### config.mk
export PLATFORM = sky130hd
export DESIGN_NAME = ex3_to_bcd_serial
export DESIGN_NICKNAME = d
export VERILOG_FILES = /design/src/rtl/ex3_to_bcd_serial.sv
export SDC_FILE = /design/constraint.sdc
export NUM_CORES = 1
export LEC_CHECK = 0
export CAP_MARGIN = 15
export CORE_UTILIZATION = 25
export DETAILED_ROUTE_END_ITERATION = 10
export GPL_ROUTABILITY_DRIVEN = 0
export SYNTH_ARGS = -nofsm -noshare
export SYNTH_HDL_FRONTEND = slang
export SYNTH_SLANG_ARGS = --single-unit
### constraint.sdc
create_clock -name clk -period 2.1 [get_ports clk]
set_input_delay 0.42 -clock clk [delete_from_list [all_inputs] [get_ports clk]]
set_output_delay 0.42 -clock clk [all_outputs]
set_load 0.1 [all_outputs]
### src/rtl/ex3_to_bcd_serial.sv
// Serial Excess-3 to BCD decoder: shifts in four code bits MSB first and
// presents each decoded digit in a one-entry output slot with valid/ready handshakes.
module ex3_to_bcd_serial #(
    parameter int ERR_W = 8
) (
    input  logic             clk,
    input  logic             rst,
    input  logic             in_bit,
    input  logic             in_valid,
    output logic             in_ready,
    output logic [3:0]       bcd,
    output logic             bcd_err,
    output logic             out_valid,
    input  logic             out_ready,
    output logic [ERR_W-1:0] err_count
);

    typedef enum logic {
        EMPTY = 1'b0,
        FULL  = 1'b1
    } slotState_t;

    slotState_t       r_slot;
    logic [3:0]       r_shift;
    logic [1:0]       r_bitCnt;
    logic [3:0]       r_bcd;
    logic             r_bcdErr;
    logic [ERR_W-1:0] r_errCount;

    logic       w_inFire;
    logic       w_outFire;
    logic       w_complete;
    logic [3:0] w_code;
    logic       w_codeValid;

    // Only the 4th bit needs a free slot; the first three may land while a digit waits.
    assign in_ready    = (r_bitCnt != 2'd3) || (r_slot == EMPTY) || out_ready;
    assign w_inFire    = in_valid && in_ready;
    assign w_outFire   = (r_slot == FULL) && out_ready;
    assign w_complete  = w_inFire && (r_bitCnt == 2'd3);
    assign w_code      = {r_shift[2:0], in_bit};
    assign w_codeValid = (w_code >= 4'd3) && (w_code <= 4'd12);

    always_ff @(posedge clk) begin
        if (rst) begin
            r_slot     <= EMPTY;
            r_shift    <= 4'b0000;
            r_bitCnt   <= 2'd0;
            r_bcd      <= 4'b0000;
            r_bcdErr   <= 1'b0;
            r_errCount <= '0;
        end else begin
            if (w_inFire) begin
                r_shift  <= w_code;
                r_bitCnt <= r_bitCnt + 2'd1;
            end
            // A completing digit wins over a drain so streaming has no bubble.
            if (w_complete) begin
                r_slot <= FULL;
                if (w_codeValid) begin
                    r_bcd    <= w_code - 4'd3;
                    r_bcdErr <= 1'b0;
                end else begin
                    r_bcd    <= 4'b1111;
                    r_bcdErr <= 1'b1;
                    if (r_errCount != {ERR_W{1'b1}}) begin
                        r_errCount <= r_errCount + ERR_W'(1);
                    end
                end
            end else if (w_outFire) begin
                r_slot <= EMPTY;
            end
        end
    end

    assign out_valid = (r_slot == FULL);
    assign bcd       = r_bcd;
    assign bcd_err   = r_bcdErr;
    assign err_count = r_errCount;

endmodule

==> summary.txt, run 1 <==
Run status
  • Status: complete, no violations

Min path
  • Worst hold path type: flip-flop to flip-flop

Synthesis
  • Synth Net Count: 116
  • Yosys cell types: 32
  • Area leader, netlist: dfxtp_1
  • Top post-synthesis cells by area: dfxtp_1 41%, a21oi_1 7.0%, ha_1 5.4%
  • Netlist Area Pre-Place: 925 um2
  • Post-synthesis sequential area ratio: 41.1%
  • Synthesized instance count: 107
  • Synth top area share: 41.1%
  • Avg Cell Area, Syn: 8.64 um2
  • Synthesized flop and latch total: 19
  • Ys Warns: 0

Power and ir drop
  • Net Sw Frac: 24.4%
  • Sequential cell fraction of total power: 53.2%
  • Comb power frac: 10.6%
  • Sw Pwr: 171 uW
  • Final Power: 702 uW
  • Pint: 531 uW
  • Cell Pwr Density: 559 mW/mm2
  • Clock share of power: 36.2%
  • Pleak: 0.481 nW
  • VDD IR-drop max: 0.348 mV

Timing
  • RSZ-0062 raised after global routing: false
  • Final critical-path required period: 1950 ps
  • Final Hold Vio Count: 0
  • Post-route clock period utilization: 92.8%
  • Max_slew headroom: 73.5%
  • Setup Skew: 2.56 ps
  • PnR worst setup slack: 151 ps
  • Worst-Margin Slew: 393 ps
  • Final setup violating endpoints: 0
  • Fmax achieved: 0.513 GHz
  • Final Max Tran Viols: 0

Final layout
  • Finished Cell Area: 0.00126 mm2
  • # diodes: 0
  • Area delta synth->final: 35.9%
  • Most frequent cells in the layout: 23 x buf_4, 16 x dfxtp_1, 13 x a21oi_1, 8 x nand3_1
  • Layout cells sized above 1: 29.1%
  • Post-layout net count: 144
  • Commonest non-fill, non-tap cell in the layout: buf_4

GRT
  • Vias in the first global route: 789
  • First-pass GRT wire length: 3.55 mm
  • Initial antenna violation count: 0
  • GRT Total Usage: 11.6%
  • Largest net degree at the start of global routing: 11
  • Gr ovfl total: 0

Worst setup path
  • CP max-delay cell: or4_1
  • Crit. End Element: flip-flop
  • Crit path kind: input pin to flip-flop
  • Arr. time, crit path: 2130 ps
  • Data required, critical path: 2280 ps
  • Crit-path max FO: 7
  • CP cell instances: dlygate4sd2_1 > ha_1 > nor3_1 > o2111ai_4 > or4_1 > a21oi_1
  • CP peak stage delay: 540 ps
  • WP buf/inv: 1
  • CP Launch Type: input pin
  • CP top delay family: simple AND/OR/NAND/NOR gates

CTS
  • Worst skew pair latency: 260 ps
  • Reg clk slew, reported paths: 70 ps
  • Clock Sinks: 19
  • H-tree depth: 1
  • CTS Buf Count: 3
  • Max Buffers Root-to-Sink: 2
  • CTS tree: done
  • Root Buffer: clkbuf_8

Floorplanning
  • Die height: 62.8 um
  • Rows: 21
  • DIE AREA: 0.00395 mm2
  • Width of the die: 62.8 um
  • Ports: 20
  • Initial Utilization: 26.9%
  • Core footprint: 0.00344 mm2

Routing
  • Avg WL per Cell: 11.0 um
  • Via density per instance: 4.82
  • Remaining antenna violation count: 0
  • DRC viols: 0
  • Vias post-DR: 867
  • Iteration-0 DRC Markers: 62
  • Total Wirelength: 1.97 mm
  • First-pass DRT Iterations: 4

Placed design
  • Pre-CTS WS: -401 ps
  • DP Wirelength: 1.55 mm
  • Placed instance area: 0.00119 mm2
  • Buffers on Ports: 19

Job
  • MaxCap Viol Count: 0
power groups by stage:
stage,registers (mW),clock network (mW),logic (mW)
floorplan,0.396,0,0.0336
CTS,0.373,0.270,0.0751
global route,0.375,0.282,0.0823
detailed placement,0.382,0,0.0741
finish,0.374,0.254,0.0740
global placement,0.381,0,0.0728
path summary, 6_finish.rpt:
check                               start                   endpoint  slack [ps]  cells after the start
setup reg to reg  r_shift[0]$_SDFFE_PP0P_  err_count[5]$_SDFFE_PP0P_         210                      6
hold reg to reg       bcd[3]$_SDFFE_PP0P_        bcd[3]$_SDFFE_PP0P_         460                      2
hold / removal        bcd[3]$_SDFFE_PP0P_        bcd[3]$_SDFFE_PP0P_         460                      2
setup / recovery                   in_bit  err_count[5]$_SDFFE_PP0P_         150                      6
stage by stage:
| stage | hold WS (ps) | util, % | std cells | setup TNS, ps |
|---|---|---|---|---|
| floorplan | 440 | - | 107 | -21.4 |
| global placement | 447 | 34.7 | 176 | -2160 |
| detailed placement | 455 | 34.7 | 176 | -2670 |
| CTS | 465 | 36.5 | 180 | 0 |
| global route | 483 | 36.5 | 180 | 0 |
| finish | 461 | 36.5 | 180 | 0 |
state kept, by name, indices dropped and copies added (netlist names):
signal,cells
bcd_err,1
bcd,4
r_shift,3
r_bitCnt,2
err_count,8
out_valid,1
what timing repair did:
action / CTS / global route
hold endpoints to repair: 0 / 0
resized for setup: 4 / 0
hold buffers: 0 / 0
setup buffers: 0 / 0
setup endpoints to repair: 7 / 0
routing by layer:
layer / vias to the layer above / GRT usage, % / share of wire (%)
li1: 443 / - / -
met1: 401 / 13.5 / 46
met3: 4 / 4.38 / 5.3
met5: - / 0 / 0
met4: 0 / 4.36 / 1.8
met2: 19 / 19.3 / 47
cells by family (layout without fill, tap and decap cells):
| group | count (synthesis) | after routing | synth area share [%] |
|---|---|---|---|
| and+or+nand+nor | 44 | 44 | 25.3 |
| AOI/OAI and AO/OA | 26 | 26 | 18.7 |
| buffers and inverters | 10 | 37 | 5.28 |
| DFF | 19 | 19 | 41.1 |
| adders and majority gates | 4 | 4 | 5.41 |
| muxes | 2 | 2 | 2.30 |
| xor gates and xnor gates | 2 | 2 | 1.89 |
cells in the mapped netlist:
| master | count |
|---|---|
| o31ai_1 | 3 |
| o21ai_0 | 4 |
| or4_1 | 2 |
| a311oi_1 | 3 |
| or3_2 | 1 |
| and3b_1 | 1 |
| nand2_1 | 8 |
| or3_1 | 2 |
| nand2b_1 | 2 |
| nand3_1 | 8 |
| nor2b_1 | 2 |
| or2b_2 | 1 |
| or2_2 | 1 |
| xor2_1 | 2 |
| mux2_2 | 1 |
| ha_1 | 4 |
| nand3b_1 | 1 |
| buf_2 | 3 |
| o31a_1 | 1 |
| nor4_1 | 2 |
| a21oi_1 | 13 |
| nor3_1 | 3 |
| nor2_1 | 7 |
| dfxtp_1 | 19 |
| inv_1 | 5 |
| a311oi_2 | 1 |
| and3_1 | 2 |
| o2111ai_2 | 1 |
| clkbuf_1 | 1 |
| nand4_1 | 1 |
| mux2i_1 | 1 |
| clkdlybuf4s15_2 | 1 |
worst register-to-register path, cell delays in order (launching register included):
cell       delay, ps
dfxtp_1          420
inv_1             70
ha_1             170
and3b_2          260
o2111ai_4        180
or4_1            540
a21oi_1          170
final cells by class:
class / instances / area, um2
fillers: 371 / 2190
clock buffers: 4 / 45.0
repair buffers: 28 / 231
multi-input cells: 78 / 517
well taps: 46 / 57.6
flip-flops and latches: 19 / 387
inverters: 5 / 18.8
No activity file was read; power rests on OpenSTA's default activity.
==> inputs of run 2 (changes only) <==
ABC_CLOCK_PERIOD_IN_PS = 2100   (was unset)
CELL_PAD_IN_SITES_DETAIL_PLACEMENT = 0   (was unset)
CELL_PAD_IN_SITES_GLOBAL_PLACEMENT = 1   (was unset)
PLACE_DENSITY_LB_ADDON = 0.1   (was unset)
==> run 2 against run 1 <==
Effect of this change: maximum frequency up 3.1%; sequential cell count unchanged; largest power group unchanged; sequential share of layout area down 0.48 points; sequential power about the same; global-route usage up 0.27 points; final area up 1.6%; power up 0.90%; critical path depth up 1; clock skew about the same; routed wire length up 11%.
==> summary.txt, run 2 (same netlist as run 1, synthesis figures left out) <==
Final layout
  • Layout cells sized above 1: 30.9% (+1.8 points)
  • Commonest non-fill, non-tap cell in the layout: buf_4
  • # diodes: 0 (unchanged)
  • Area delta synth->final: 38.0%
  • Max reg flops: 8 (unchanged)
  • Most frequent cells in the layout: 25 x buf_4, 16 x dfxtp_1, 13 x a21oi_1, 8 x nand3_1
  • Post-layout net count: 146 (+1.4%)
  • Finished Cell Area: 0.00128 mm2 (+1.6%)
  • Final core utilization: 37.1% (+0.58 points)

Floorplanning
  • Die height: 62.8 um (unchanged)
  • DIE AREA: 0.00395 mm2 (unchanged)
  • Rows: 21 (unchanged)
  • Core footprint: 0.00344 mm2 (unchanged)
  • Width of the die: 62.8 um (unchanged)
  • Initial Utilization: 26.9% (unchanged)
  • Ports: 20 (unchanged)

CTS
  • Reg clk slew, reported paths: 70 ps (about the same)
  • CTS tree: done
  • H-tree depth: 1 (unchanged)
  • Worst skew pair latency: 250 ps (about the same)
  • Root Buffer: clkbuf_8
  • Clock Sinks: 19 (unchanged)
  • Resized cells post-CTS: 5 (+1)
  • CTS Buf Count: 3 (unchanged)
  • Post-CTS Setup Inserts: 0 (unchanged)
  • Hold_buf cts: 0 (unchanged)
  • Max Buffers Root-to-Sink: 2 (unchanged)

Timing
  • RSZ-0062 raised after global routing: false
  • Setup Skew: 2.17 ps (-0.389 ps)
  • Final Max Tran Viols: 0 (unchanged)
  • Fmax achieved: 0.529 GHz (+3.1%)
  • Post-route clock period utilization: 90.0% (-2.8 points)
  • Final Hold Vio Count: 0 (unchanged)
  • Max_slew headroom: 70.2% (-3.3 points)
  • Final critical-path required period: 1890 ps (-59.3 ps)
  • Final setup violating endpoints: 0 (unchanged)
  • Worst-Margin Slew: 445 ps (+52.3 ps)

Placed design
  • DP Wirelength: 1.73 mm (+12%)
  • Buffers on Ports: 19 (unchanged)
  • Placed instance area: 0.00121 mm2 (+1.3%)

GRT
  • Routing usage on met3: 2.74% (-1.6 points)
  • GRT Total Usage: 11.9% (+0.27 points)
  • Top Usage Layer GRT: met2
  • Largest net degree at the start of global routing: 11 (unchanged)
  • GRT met2 Usage: 20.8% (+1.5 points)
  • Gr ovfl total: 0 (unchanged)
  • Initial antenna violation count: 0 (unchanged)
  • Vias in the first global route: 827 (+4.8%)
  • First-pass GRT wire length: 3.70 mm (+4.1%)
  • Grt met1 use: 14.3% (+0.90 points)

Routing
  • Iteration-0 DRC Markers: 24 (-61%)
  • First-pass DRT Iterations: 4 (unchanged)
  • Remaining antenna violation count: 0 (unchanged)
  • Avg WL per Cell: 12.1 um (+9.9%)
  • DRC viols: 0 (unchanged)
  • Vias post-DR: 865 (-0.23%)
  • Via density per instance: 4.75 (-1.3%)
  • Total Wirelength: 2.19 mm (+11%)

Worst setup path
  • Crit. End Element: flip-flop
  • Crit path kind: input pin to flip-flop
  • Crit-path max FO: 8 (+1)
  • Arr. time, crit path: 2040 ps (-90 ps)
  • Data required, critical path: 2250 ps (-30 ps)
  • CP Launch Type: input pin
  • Worst R2R Path Depth: 6 (unchanged)

Power and ir drop
  • Cell Pwr Density: 555 mW/mm2 (-0.68%)
  • Pleak: 0.491 nW (+2.1%)
  • VDD IR-drop max: 0.238 mV (-32%)
  • Final Power: 708 uW (+0.90%)

Run status
  • Status: complete, no violations

Job
  • MaxCap Viol Count: 0 (unchanged)

Min path
  • Worst hold path type: flip-flop to flip-flop
  • WHS Path Cells: 2 (unchanged)
-- run 2: cell types whose count changed in the layout (fill, tap and decap cells not counted) --
| cell | before | now |
|---|---|---|
| nor3_2 | 0 | 1 |
| nor3_1 | 3 | 2 |
| buf_4 | 23 | 25 |
-- run 2: power by group --
part	internal, mW	switching [mW]	leakage (nW)	total (mW)
clock	0.135	0.123	0.0228	0.258
combinational	0.0308	0.0460	0.312	0.0768
sequential	0.367	0.00641	0.156	0.373
total	0.532	0.176	0.491	0.708
-- run 2: per-layer routing --
metal,wire length (um),share of wire (%),up-vias
met5,0,0,-
met4,17,0.77,0
met3,47,2.1,2
met2,1120,51,10
met1,1010,46,406
li1,-,-,447
-- run 2: final cells by class --
class / instances / area, um2
Clock buffer: 4 / 45.0
Fill cell: 368 / 2170
Inverter: 5 / 18.8
Multi-Input combinational cell: 78 / 522
Sequential cell: 19 / 387
Tap cell: 46 / 57.6
Timing Repair Buffer: 30 / 246
-- run 2: per-stage QoR --
step                TNS, ps  hold slack, ps  setup slack (ps)  std cells
floorplan             -21.4             440             -21.4        107
global placement      -2350             447              -362        178
detailed placement    -2590             449              -393        178
CTS                       0             461               190        182
global route              0             490              90.6        182
finish                    0             457               211        182
-- run 2: final timing paths --
check / startpoint / endpoint / slack (ps)
worst min register to register: bcd[3]$_SDFFE_PP0P_ / bcd[3]$_SDFFE_PP0P_ / 460
worst min-delay path: bcd[3]$_SDFFE_PP0P_ / bcd[3]$_SDFFE_PP0P_ / 460
worst max register to register: r_shift[0]$_SDFFE_PP0P_ / err_count[7]$_SDFFE_PP0P_ / 240
worst max-delay path: in_bit / err_count[7]$_SDFFE_PP0P_ / 210
-- run 2: worst max-delay path: stages --
cell and delay [ps]:
dlygate4sd2_1 260, inv_1 60, ha_1 180, and3b_2 270, o2111ai_4 170, nor4_2 310
mux2_2 360
